`src/rtl/fabric_config_stream.sv`:
```
// Fabric configuration loader: 32-bit bitstream words in over valid/ready,
// assembled into per-row frame registers and strobed into one fabric column per frame.
module fabric_config_stream #(
  parameter int FrameBitsPerRow = 32,
  parameter int MaxFramesPerCol = 20,
  parameter int NumColumns      = 12,
  parameter int NumRows         = 18,
  parameter int StrobeCycles    = 1
) (
  input  logic                                  clk_gated,
  input  logic                                  rst_ni,
  input  logic [31:0]                           data_i,
  input  logic                                  data_valid_i,
  output logic                                  data_ready_o,
  input  logic                                  abort_i,
  output logic                                  busy_o,
  output logic                                  configured_o,
  output logic                                  error_o,
  output logic [15:0]                           frames_o,
  output logic [FrameBitsPerRow*NumRows-1:0]    FrameData_o,
  output logic [MaxFramesPerCol*NumColumns-1:0] FrameStrobe_o
);

  localparam int StrobeW = MaxFramesPerCol * NumColumns;
  localparam int RowW    = (NumRows > 1) ? $clog2(NumRows) : 1;
  localparam int CntW    = (StrobeCycles > 1) ? $clog2(StrobeCycles) : 1;
  localparam logic [31:0] StartWord = 32'hFAB0FAB1;

  typedef enum logic [2:0] {S_IDLE, S_HEADER, S_DATA, S_STROBE, S_CHECK} state_t;

  state_t                     state_reg, state_next;
  logic                       ready_reg;
  logic [4:0]                 col_reg, col_next;
  logic [MaxFramesPerCol-1:0] mask_reg, mask_next;
  logic [RowW-1:0]            row_cnt_reg, row_cnt_next;
  logic [CntW-1:0]            stb_cnt_reg, stb_cnt_next;
  logic [31:0]                csum_reg, csum_next, csum_fold;
  logic                       configured_reg, configured_next;
  logic                       error_reg, error_next;
  logic [15:0]                frames_reg, frames_next;
  logic [StrobeW-1:0]         strobe_reg, strobe_next, strobe_pat;
  logic                       accept, row_wr;
  logic [2:0]                 opcode;

  assign accept    = data_valid_i && ready_reg;
  assign opcode    = data_i[26:24];
  assign csum_fold = {csum_reg[30:0], csum_reg[31]} ^ data_i;

  genvar gi;

  // One-hot column placement of the latched frame mask.
  generate
    for (gi = 0; gi < NumColumns; gi++) begin : g_col
      assign strobe_pat[gi*MaxFramesPerCol +: MaxFramesPerCol] =
        (col_reg == 5'(gi)) ? mask_reg : '0;
    end
  endgenerate

  // Row registers hold their content across abort; only reset clears them.
  generate
    for (gi = 0; gi < NumRows; gi++) begin : g_row
      logic [FrameBitsPerRow-1:0] row_reg;
      always_ff @(posedge clk_gated or negedge rst_ni) begin
        if (!rst_ni) begin
          row_reg <= '0;
        end else if (row_wr && (row_cnt_reg == RowW'(gi))) begin
          row_reg <= data_i;
        end
      end
      assign FrameData_o[gi*FrameBitsPerRow +: FrameBitsPerRow] = row_reg;
    end
  endgenerate

  always_comb begin
    state_next      = state_reg;
    col_next        = col_reg;
    mask_next       = mask_reg;
    row_cnt_next    = row_cnt_reg;
    stb_cnt_next    = stb_cnt_reg;
    csum_next       = csum_reg;
    configured_next = configured_reg;
    error_next      = error_reg;
    frames_next     = frames_reg;
    strobe_next     = '0;
    row_wr          = 1'b0;
    if (abort_i) begin
      state_next = S_IDLE;
    end else begin
      case (state_reg)
        S_IDLE: begin
          if (accept && (data_i == StartWord)) begin
            state_next      = S_HEADER;
            configured_next = 1'b0;
            error_next      = 1'b0;
            frames_next     = '0;
            csum_next       = '0;
          end
        end
        S_HEADER: begin
          if (accept) begin
            csum_next = csum_fold;
            case (opcode)
              3'd0: begin
                if ({27'd0, data_i[31:27]} < 32'(NumColumns)) begin
                  col_next     = data_i[31:27];
                  mask_next    = data_i[MaxFramesPerCol-1:0];
                  row_cnt_next = RowW'(NumRows - 1);
                  state_next   = S_DATA;
                end else begin
                  error_next = 1'b1;
                  state_next = S_IDLE;
                end
              end
              3'd1: begin
                configured_next = 1'b1;
                state_next      = S_IDLE;
              end
              3'd2: state_next = S_CHECK;
              default: begin
                error_next = 1'b1;
                state_next = S_IDLE;
              end
            endcase
          end
        end
        S_DATA: begin
          if (accept) begin
            csum_next = csum_fold;
            row_wr    = 1'b1;
            if (row_cnt_reg == '0) begin
              state_next   = S_STROBE;
              strobe_next  = strobe_pat;
              stb_cnt_next = CntW'(StrobeCycles - 1);
            end else begin
              row_cnt_next = row_cnt_reg - RowW'(1);
            end
          end
        end
        S_STROBE: begin
          if (stb_cnt_reg == '0) begin
            state_next = S_HEADER;
            if (frames_reg != 16'hFFFF) begin
              frames_next = frames_reg + 16'd1;
            end
          end else begin
            stb_cnt_next = stb_cnt_reg - CntW'(1);
            strobe_next  = strobe_pat;
          end
        end
        S_CHECK: begin
          if (accept) begin
            if (data_i != csum_reg) begin
              error_next = 1'b1;
              state_next = S_IDLE;
            end else begin
              state_next = S_HEADER;
            end
          end
        end
        default: state_next = S_IDLE;
      endcase
    end
  end

  always_ff @(posedge clk_gated or negedge rst_ni) begin
    if (!rst_ni) begin
      state_reg      <= S_IDLE;
      ready_reg      <= 1'b0;
      col_reg        <= '0;
      mask_reg       <= '0;
      row_cnt_reg    <= '0;
      stb_cnt_reg    <= '0;
      csum_reg       <= '0;
      configured_reg <= 1'b0;
      error_reg      <= 1'b0;
      frames_reg     <= '0;
      strobe_reg     <= '0;
    end else begin
      state_reg      <= state_next;
      // Ready is registered from the next state so it drops exactly while strobing.
      ready_reg      <= (state_next != S_STROBE);
      col_reg        <= col_next;
      mask_reg       <= mask_next;
      row_cnt_reg    <= row_cnt_next;
      stb_cnt_reg    <= stb_cnt_next;
      csum_reg       <= csum_next;
      configured_reg <= configured_next;
      error_reg      <= error_next;
      frames_reg     <= frames_next;
      strobe_reg     <= strobe_next;
    end
  end

  assign data_ready_o  = ready_reg;
  assign busy_o        = (state_reg != S_IDLE);
  assign configured_o  = configured_reg;
  assign error_o       = error_reg;
  assign frames_o      = frames_reg;
  assign FrameStrobe_o = strobe_reg;

endmodule

```
`config.mk`:
```
export PLATFORM = sky130hd
export DESIGN_NAME = fabric_config_stream
export DESIGN_NICKNAME = d
export VERILOG_FILES = /design/src/rtl/fabric_config_stream.sv
export SDC_FILE = /design/constraint.sdc
export NUM_CORES = 1
export LEC_CHECK = 0
export BUFFER_PORTS_ARGS = -buffer_cell sky130_fd_sc_hd__buf_4
export CORE_AREA = 4 4 340 342
export CTS_CLUSTER_SIZE = 40
export DETAILED_ROUTE_END_ITERATION = 7
export DIE_AREA = 0 0 344 346
export SYNTH_ARGS = -nofsm -noshare
export SYNTH_HDL_FRONTEND = slang
export SYNTH_SLANG_ARGS = --single-unit
```
`constraint.sdc`:
```
create_clock -name clk_gated -period 2.55 [get_ports clk_gated]
set_input_delay 0.3825 -clock clk_gated [delete_from_list [all_inputs] [get_ports clk_gated]]
set_output_delay 0.3825 -clock clk_gated [all_outputs]
set_load 0.02 [all_outputs]
```
**After elaboration in Yosys (flattened, before gate mapping)**

Cells that the tools add are included.

- Bits in registers: 901
- Bits of input ports: 36
- Output and inout port bits: 836
- Word-level logic and storage cells: 186

- Add/subtract/negate cells: 3
- Order comparisons: 1
- Equal/unequal tests: 53
- Mux-type cells: 58
- Bitwise operators: 2
- Reductions and logical operators: 40

Operator list:

| cell | count |
|---|---|
| 240-bit two-way mux | 4 |
| 240-bit case mux with 2 select lines | 1 |
| 20-bit two-way mux | 12 |
| 32-bit two-way mux | 2 |
| 32-bit case mux with 2 select lines | 1 |
| 5-bit by 4-bit == test with 1-bit output (second input constant) | 12 |
| 16-bit two-way mux | 3 |
| 5-bit by 3-bit == test with 1-bit output (second input constant) | 8 |
| 32-bit == test (second input constant) | 1 |
| 32-bit != test | 1 |
| 16-bit case mux with 2 select lines | 1 |
| 32-bit XOR | 1 |
| 5-bit two-way mux | 5 |
| 2-bit != test (second input constant) | 12 |
| 3-bit two-way mux | 7 |
| 5-bit by 2-bit == test with 1-bit output (second input constant) | 4 |
| 1-bit logical AND | 20 |
| 16-bit by 1-bit adder with 16-bit output (second input constant) | 1 |
| 16-bit != test (second input constant) | 1 |
| 3-bit case mux with 5 select lines | 1 |
| 5-bit AND reduction | 3 |
| 1-bit two-way mux | 14 |
| 5-bit by 1-bit == test with 1-bit output (second input constant) | 2 |
| 5-bit == test (second input constant) | 2 |
| 23 further kinds | 38 |

**Logic depth before layout (Yosys ltp)**

Gate-level depths: netlist of run 1.

- Depth in word-level cells: 7
- Mapped depth: 10
- Depth with buffers taken out: 8

**Worst setup path before layout of run 1**

Ideal clock, no wire load.

- Path type: reg2reg
- From: register frames_reg[0], in the netlist frames_o[0]
- To: register frames_reg[9], in the netlist frames_o[9]
- Setup time: 0.078 ns
- Arrival: 2.141 ns
- Required time: 2.472 ns
- Path slack: 0.331 ns
- Cell stages (with the launch flop): 8
- Buffers on the path: 0
- Clock period less this slack: 2.219 ns
- Path through: dfrtp_1 > ha_1 > and3_1 > and3_1 > a41oi_1 > o211ai_1 > or4_1 > a21oi_1

- Cells in the longest elaborated chain, start to end: 4
- Elaborated cells on any way between the ends: 7
- Classes of those cells: 1 x add/sub; 2 x eq/ne; 3 x mux; 1 x reduce/logical

RTL lines:

| what | line | RTL |
|---|---|---|
| start: declaration | 40 | `logic [15:0] frames_reg, frames_next;` |
| start signal: assignment | 189 | `frames_reg <= frames_next;` |
| 16-bit by 1-bit adder with 16-bit output | 143 | `frames_next = frames_reg + 16'd1;` |
| 16-bit two-way mux | 142 | `if (frames_reg != 16'hFFFF) begin` |
| 16-bit two-way mux | 140 | `if (stb_cnt_reg == '0) begin` |
| 16-bit case mux with 2 select lines | 89 | `case (state_reg)` |

Parallel ways exist; a longest one is shown, timed or not. The select of a mux whose other input is x is not followed.
A chain may end at the register's enable or synchronous reset.

**Final worst setup path of run 1**

- From: register state_reg[0]
- To: register frames_reg[12], in the netlist frames_o[12]

- Cells in the longest elaborated chain, start to end: 3
- Elaborated cells on any way between the ends: 8
- Classes of those cells: 4 x eq/ne; 1 x mux; 3 x reduce/logical

RTL lines:

| what | line | RTL |
|---|---|---|
| start: declaration | 31 | `state_t state_reg, state_next;` |
| start signal: assignment | 179 | `state_reg <= state_next;` |
| 3-bit by 2-bit == test with 1-bit output or 3-bit zero test (tied branches) | 89 |  |
| 2-bit != test (no source line) or 2-bit nonzero test (tied branches) | - |  |
| 5-bit AND reduction (no source line) | - |  |

Parallel ways exist; a longest one is shown, timed or not.

==> flow_metrics.tcl, run 1 <==
set metrics [dict create \
    crit_arrival_ns 3.06 \
    pwr-share-clk_pct 48.7 \
    finalPower_mw 30.4 \
    worst-path-buf-inv 2 \
    setup_slack_ns 0.0561 \
    final_hold_viol_count 0 \
    dieArea_um2 119000 \
    vias 23103 \
    netlist_area_um2 34800 \
    post-route-period-util_pct 97.8 \
    clkLatencyLatePin_ns 0.68 \
    multi_input_area_um2 11500 \
    min_period_ns 2.49 \
    clock_skew_ns 0.0381 \
    end_kind "register" \
    root_buffer "clkbuf_16" \
    io_pins 872 \
    largest_reg_flops 576 \
    cts_tree "done" \
    ys_seq_area_share_pct 64.6 \
    worstMarginPinSlew_ns 0.737 \
    ir_drop_uv 546 \
    critPathRequiredTime_ns 3.12 \
    grt_antenna_before_repair 11 \
    drv_cap 0 \
    final_cell_area_um2 47500 \
    max_stage_delay_ns 0.60 \
    pwr-share-seq_pct 47.4 \
    synth_area_leaders "dfrtp_1 65%, mux2_2 19%, nor3_2 4.9%" \
    drt_pass1_iterations 5 \
    post-place-ws_ns -0.554 \
    p_comb_share_pct 3.9 \
    drc_errors 0 \
    ys_warn_count 0 \
    status "finished clean" \
    ys_ff_latch 900 \
    path_delay_family "compound AO/OA/AOI/OAI gates" \
    synthMostInstantiatedCell "dfrtp_1" \
    grtUsageTotal_pct 20.1 \
    cts_buffers 97 \
    post-route-util_pct 42.3 \
    clock-sinks 900 \
    nets 3323 \
    via_per_inst 4.75 \
    layout-drive-gt1-share_pct 59.3 \
    netlist_instances 2355 \
    avgSynthCellArea_um2 14.8 \
    synth_edf_count 0 \
    setup_violations 0 \
    place_hpwl_um 87400 \
    wirelength_um 123000 \
    syn_to_final_growth_pct 36.4 \
    grt_max_degree 91 \
    p_int_mw 23.4 \
    hp-class "in2reg" \
    core_um2 112000 \
    post-synth-top-area-cell "dfrtp_1" \
    wire_per_inst_um 25.3 \
    p_sw_mw 7.00 \
    synth_top_cell_area_share_pct 64.6 \
    initial_core_util_pct 31.0 \
    gp_congestion 0.824 \
    synth_flop_cell "dfrtp_1" \
    path_clk_slew_ns 0.06 \
    maxSlewHeadroom_pct 50.4 \
    cp_slowest_cell "dfrtp_1" \
    synth_cell_types 56 \
    cts-htree-levels 3 \
    path_cells "inv_1, nor2_1, buf_4, a311oi_1, o211ai_1, or2_2, a31o_2" \
    ys_top_cells_by_count "900 x dfrtp_1, 598 x mux2_2, 170 x nor3_2, 121 x nand2_1, 117 x clkbuf_1" \
    placed_area_um2 44000 \
    dieWidth_um 344 \
    final-seq-area_um2 22500 \
    async_flop_share_pct 100 \
    rows 123 \
    power.density_nw_per_um2 641 \
    drv_slew 0 \
    timing.fmax_mhz 401 \
    drtIter0Drc 1105 \
    fillers 10421 \
    crit_path_start_kind "register" \
    crit_type "reg2reg" \
    p_sw_share_pct 23.0 \
    p_leak_nw 24.1 \
    antenna_left 0 \
    grt_pass1_wl_um 175000 \
    portBuffers 871 \
    die_y_um 346 \
    grt_pass1_vias 24041 \
    synth.net_count 2397 \
    worstPathMaxFanout 16 \
    overflow 0 \
    clockBufferDepth 3 \
]
metrics by stage:
stage / hold slack [ns] / cells / setup TNS (ns)
4_1_cts: 0.0169 / 4854 / 0
5_1_grt: 0.0343 / 4857 / -0.000688
3_5_place_dp: 0.338 / 4677 / -148.45
2_1_floorplan: 0.0869 / 2355 / 0
6_report: 0.0846 / 4860 / 0
3_3_place_gp: 0.350 / 4677 / -150.25
cells in the final DEF (no fill, tap or decap), drive strengths merged, types with 5 or more instances in the layout:
cell,netlist,final
or4,6,6
xor2,36,36
diode,0,5
nor3b,6,6
nor3,252,252
clkbuf,118,135
nand2b,7,7
nand2,121,121
bufinv,0,11
nand3,14,14
or3,5,5
nor2,27,27
a21oi,9,9
and3,6,6
clkinv,0,21
o21ai,14,14
xnor2,35,35
ha,6,6
dfrtp,900,900
inv,9,14
nand4,7,7
o31ai,38,38
buf,84,1025
nor4,14,14
mux2,601,601
per-layer routing:
metal,track usage (%),up-vias,routed length (um)
li1,-,10063,-
met1,24.7,12018,49500
met2,33.8,841,59500
met3,5.65,177,9920
met4,7.43,4,4240
met5,0,-,27
cells by family after synthesis:
kind of cell             share of synthesized area (%)
AO/OA/AOI/OAI                                     1.62
buffers and inverters                             2.93
flip-flops                                        64.6
AND/OR/NAND/NOR                                   9.39
multiplexers                                      19.4
adder cells (fa/ha/maj)                          0.215
XOR/XNOR                                          1.78
final timing paths:
check                                                      from                                to  slack [ns]  cells past startpoint
worst max-delay path                     state_reg[0]$_DFF_PN0_          frames_o[12]$_DFFE_PN0P_        0.06                      7
worst min-delay path                                  data_i[4]   g_row[5].row_reg[4]$_DFFE_PN0P_        0.08                      2
worst max register to register           state_reg[0]$_DFF_PN0_          frames_o[12]$_DFFE_PN0P_        0.06                      7
worst min register to register  g_row[0].row_reg[0]$_DFFE_PN0P_   g_row[0].row_reg[0]$_DFFE_PN0P_        0.50                      1
min in group asynchronous                                rst_ni      FrameStrobe_o[131]$_DFF_PN0_        0.20                      2
max in group asynchronous                                rst_ni  g_row[6].row_reg[16]$_DFFE_PN0P_        1.20                      4
final cells by class:
type / instances / share of cell area [%]
repair buffers: 1029 / 17.3
clock buffers: 135 / 5.85
well taps: 1500 / 3.95
clock inverters: 38 / 1.26
multi-input cells: 1244 / 24.1
flip-flops and latches: 900 / 47.4
inverters: 9 / 0.0711
diodes: 5 / 0.0263
timing repair:
item | in CTS | in global routing
setup buffers | 0 | 1
hold buffers | 4 | 0
setup endpoints to repair | 0 | 526
endpoints found under the hold margin | 35 | 0
gates resized for setup | 0 | 4
power groups by stage:
stage	Combinational [mW]	Sequential (mW)	Clock (mW)
3_3_place_gp	1.21	14.7	0
4_1_cts	1.23	14.4	15.2
5_1_grt	1.30	14.4	15.7
6_report	1.19	14.4	14.8
3_5_place_dp	1.22	14.7	0
2_1_floorplan	0.324	14.7	0
Note: power is estimated with default switching activity, not from simulation.
==> inputs of run 2 (changes only) <==
- GPL_ROUTABILITY_DRIVEN: default -> 0
- clock period: 2.55 -> 2.5 ns (I/O delays scaled with it)
==> run 2 against run 1 <==
  * The run now ends with setup timing left
  * Wire length grew 0.36%
  * Clock skew grew 0.019 ns
  * Global-route usage grew 0.080 points
  * Critical path type is now in2reg
  * Largest cell class unchanged
  * Highest routed layer unchanged
==> flow_metrics.tcl, run 2 (synthesis results as in run 1) <==
set metrics [dict create \
    status "finished, violations left" \
    failed_checks "setup timing" \
    grt_pass1_vias 24152 \
    grt_max_degree 94 \
    rows 123 \
    path_cells "buf_4, nand4bb_1, nor4_1, buf_4, nand3_1, nor2_1, o21ai_4, buf_12, buf_12, nor3_2" \
    grtUsageTotal_pct 20.2 \
    grt_pass1_wl_um 176000 \
    vias 23143 \
    wire_per_inst_um 25.3 \
    hold_end "g_row[6].row_reg[14]$_DFFE_PN0P_" \
    path_clk_slew_ns 0.06 \
    drt_pass1_iterations 6 \
    rr_startpoint "row_cnt_reg[0]$_DFFE_PN0P_" \
    nets 3335 \
    wirelength_um 124000 \
    dieWidth_um 344 \
    worstPathMaxFanout 29 \
    min_period_ns 2.52 \
    critPathRequiredTime_ns 3.04 \
    power.density_nw_per_um2 645 \
    drv_slew 0 \
    r2r_end "FrameStrobe_o[105]$_DFF_PN0_" \
    die_y_um 346 \
    crit_arrival_ns 3.06 \
    final_common_cell "buf_4" \
    timing.fmax_mhz 397 \
    r2r_cells 9 \
    maxSlewHeadroom_pct 25.8 \
    crit_type "in2reg" \
    grt_antenna_before_repair 8 \
    critical_path_depth 10 \
    largest_reg_flops 576 \
    clock-sinks 900 \
    antenna_left 0 \
    initial_core_util_pct 31.0 \
    p_leak_nw 24.2 \
    post-route-period-util_pct 101 \
    layout-drive-gt1-share_pct 59.4 \
    end_kind "register" \
    layoutNonFillerInstCount 4877 \
    root_buffer "clkbuf_16" \
    via_per_inst 4.75 \
    place_hpwl_um 87600 \
    clockBufferDepth 3 \
    cts_buffers 97 \
    cts_tree "done" \
    whs_path_depth 2 \
    cp_slowest_cell "nor4_1" \
    io_pins 872 \
    drc_errors 0 \
    hp-start "data_i[14]" \
    worst-path-buf-inv 4 \
    fin_tns_setup_ns -0.0376 \
    cts-htree-levels 3 \
    finalPower_mw 30.7 \
    clkLatencyLatePin_ns 0.70 \
    post-place-ws_ns -0.606 \
    dieArea_um2 119000 \
    fillers 10454 \
    setup_slack_ns -0.0163 \
    critPathLaunch "data_i[17]" \
    ir_drop_uv 481 \
    clock_skew_ns 0.0571 \
    portBuffers 871 \
    crit_path_start_kind "input port" \
    max_stage_delay_ns 0.88 \
    overflow 0 \
    drv_cap 0 \
    r2r_slack_ns 0.15 \
    post-route-util_pct 42.4 \
    core_um2 112000 \
    hp-class "in2reg" \
    setup_violations 3 \
    final_hold_viol_count 0 \
    placedCellCount 4685 \
    path_delay_family "simple AND/OR/NAND/NOR gates" \
    worstMarginPinSlew_ns 1.11 \
    drtIter0Drc 1171 \
    rsz0062_at_grt "false" \
    layout_common_cells "987 x buf_4, 899 x dfrtp_1, 598 x mux2_2" \
    syn_to_final_growth_pct 36.7 \
]
## run 2: cell count changes in the layout (fill, tap and decap cells not counted), sizes merged, moves of 2 or more
cell | previous run | this run
buf | 1025 | 1033
clkbuf | 135 | 143
bufinv | 11 | 4
clkinvlp | 1 | 5
dlygate4sd3 | 4 | 8
inv | 14 | 12
## run 2: worst max-delay path by stage
stage	endpoint	slack (ns)
3_3_place_gp	frames_o[15]$_DFFE_PN0P_	-0.60
2_1_floorplan	frames_o[9]$_DFFE_PN0P_	0.28
4_1_cts	frames_o[13]$_DFFE_PN0P_	0.007
5_1_grt	FrameStrobe_o[8]$_DFF_PN0_	0.01
6_report	FrameStrobe_o[105]$_DFF_PN0_	-0.02
3_5_place_dp	frames_o[13]$_DFFE_PN0P_	-0.61
## run 2: what timing repair did
action,CTS,global route
hold buffers,8,0
hold endpoints to repair,34,0
buffers inserted,0,1
setup endpoints to repair,3,51
pin swaps,0,1
resized for setup,3,5
## run 2: per-stage QoR
step | instance area, um^2 | hold slack (ns)
4_1_cts | 47600 | 0.0319
5_1_grt | 47600 | 0.0663
3_3_place_gp | 44200 | 0.349
3_5_place_dp | 44200 | 0.352
6_report | 47600 | 0.0994
2_1_floorplan | 34800 | 0.0794
## run 2: power breakdown
part,leakage (nW),total (mW),internal [mW],switching (mW)
Combinational,10.0,1.21,0.333,0.882
Clock,1.62,14.8,8.52,6.28
Sequential,12.5,14.7,14.6,0.0670
## run 2: final cells by class
| class | instances | area, um^2 | share of cell area (%) |
|---|---|---|---|
| antenna | 6 | 15.0 | 0.0315 |
| multi-input combinational | 1244 | 11500 | 24.1 |
| sequential | 900 | 22500 | 47.3 |
| timing repair buffer | 1041 | 8390 | 17.6 |
| clock buffer | 143 | 2900 | 6.09 |
| clock inverter | 34 | 428 | 0.898 |
| inverter | 9 | 33.8 | 0.0709 |
| tap | 1500 | 1880 | 3.94 |
## run 2: routing by layer
metal	part of all wire, %	vias up	GRT usage (%)
met5	0.020	-	0
met4	3.0	4	6.60
met3	7.6	173	5.50
met2	49	819	34.2
met1	41	12063	25.0
li1	-	10084	-
==> inputs of run 3 (changes only) <==
- HOLD_SLACK_MARGIN: default -> 0.1
==> run 3 against run 2 <==
  * The run still ends with setup timing left
  * Utilization is essentially flat
  * Total power hardly changed
  * Non-clock buffer count down 1
  * Count of clock-buffer cells in the layout unchanged
  * Largest cell class unchanged
  * Critical path depth is the same
  * Combinational power about the same
  * Sequential share of layout area about the same
  * Register-to-register slack worse by 0.02 ns
  * Clock power about the same
  * Maximum frequency hardly changed
  * Via count shrank 0.19%
  * Flip-flop and latch count is the same
==> flow_metrics.tcl, run 3 (synthesis results as in run 1) <==
set metrics [dict create \
    p_leak_nw 24.2 \
    nets 3334 \
    min_period_ns 2.51 \
    largest_reg_flops 576 \
    post-route-util_pct 42.4 \
    overflow 0 \
    vias 23099 \
    ir_drop_uv 481 \
    drtIter0Drc 1179 \
    die_y_um 346 \
    grt_antenna_before_repair 8 \
    antenna_left 0 \
    layout_common_cells "987 x buf_4, 899 x dfrtp_1, 598 x mux2_2" \
    clock_skew_ns 0.0580 \
    rows 123 \
    status "finished, violations left" \
    place_hpwl_um 87600 \
    drv_cap 0 \
    via_per_inst 4.74 \
    layout-drive-gt1-share_pct 59.4 \
    clockBufferDepth 3 \
    clock-sinks 900 \
    critPathRequiredTime_ns 3.04 \
    r2r_slack_ns 0.13 \
    drt_pass1_iterations 5 \
    initial_core_util_pct 31.0 \
    final_common_cell "buf_4" \
    crit_arrival_ns 3.06 \
    placedCellCount 4685 \
    grtUsageTotal_pct 20.2 \
    wirelength_um 124000 \
    io_pins 872 \
    cts_tree "done" \
    layoutNonFillerInstCount 4876 \
    clkLatencyLatePin_ns 0.70 \
    path_clk_slew_ns 0.06 \
    root_buffer "clkbuf_16" \
    worstMarginPinSlew_ns 1.11 \
    timing.fmax_mhz 398 \
    power.density_nw_per_um2 645 \
    hp-class "in2reg" \
    fin_tns_setup_ns -0.0304 \
    cts_buffers 97 \
    wire_per_inst_um 25.4 \
    core_um2 112000 \
    grt_max_degree 94 \
    drv_slew 0 \
    worstPathMaxFanout 29 \
    post-route-period-util_pct 101 \
    cts-htree-levels 3 \
    drc_errors 0 \
    grt_pass1_wl_um 176000 \
    finalPower_mw 30.7 \
    hold_slack_ns 0.176 \
    maxSlewHeadroom_pct 26.2 \
    setup_violations 3 \
    setup_slack_ns -0.0143 \
    rsz0062_at_grt "false" \
    end_kind "register" \
    crit_type "in2reg" \
    syn_to_final_growth_pct 36.7 \
    grt_pass1_vias 24150 \
    failed_checks "setup timing" \
    dieWidth_um 344 \
    portBuffers 871 \
    dieArea_um2 119000 \
    final_hold_viol_count 0 \
    crit_path_start_kind "input port" \
]
==> run 3: what timing repair did <==
action                                  CTS  global route
endpoints found under the setup margin    3            51
gates resized for setup                   3             5
pin swaps                                 0             1
buffers inserted                          0             1
endpoints found under the hold margin   323             0
hold buffers                              7             0
==> run 3: critical path, stage by stage <==
cell,delay (ns)
buf_4,0.12
nand4bb_1,0.29
nor4_1,0.87
buf_4,0.24
nand3_1,0.10
nor2_1,0.23
o21ai_4,0.09
buf_12,0.16
buf_12,0.23
nor3_2,0.26
==> run 3: power breakdown <==
part,internal (mW),leakage [nW],total [mW],switching [mW]
Sequential,14.6,12.5,14.7,0.0669
Clock,8.52,1.62,14.8,6.27
Combinational,0.332,10.0,1.21,0.882
Total,23.5,24.2,30.7,7.22
==> run 3: path summary, 6_finish.rpt <==
| kind | start | depth (start not counted) | to |
|---|---|---|---|
| max | data_i[17] | 10 | FrameStrobe_o[105]$_DFF_PN0_ |
| min | data_i[4] | 3 | g_row[0].row_reg[4]$_DFFE_PN0P_ |
| max reg2reg | row_cnt_reg[0]$_DFFE_PN0P_ | 9 | FrameStrobe_o[105]$_DFF_PN0_ |
| min reg2reg | g_row[0].row_reg[31]$_DFFE_PN0P_ | 1 | g_row[0].row_reg[31]$_DFFE_PN0P_ |
| max in group asynchronous | rst_ni | 3 | g_row[4].row_reg[6]$_DFFE_PN0P_ |
| min in group asynchronous | rst_ni | 2 | FrameStrobe_o[19]$_DFF_PN0_ |
==> run 3: layer usage <==
layer  up-vias  wire length, um  GRT usage [%]
met5         -               32              0
met4         4             3800           6.65
met3       171             9580           5.50
met2       827            60200           34.1
met1     12018            50100           25.0
li1      10079                -              -
==> run 3: layout make-up <==
class                   count  area, um^2
well taps                1500        1880
repair buffers           1040        8380
diodes                      6        15.0
clock inverters            34         428
inverters                   9        33.8
fillers                 10455       64700
multi-input cells        1244       11500
clock buffers             143        2900
flip-flops and latches    900       22500
==> run 3: per-stage QoR <==
stage	cell area [um^2]	setup WS, ns
detailed placement	44200	-0.606
global placement	44200	-0.599
global route	47600	0.0139
finish	47600	-0.0143
floorplan	34800	0.281
CTS	47600	0.00691
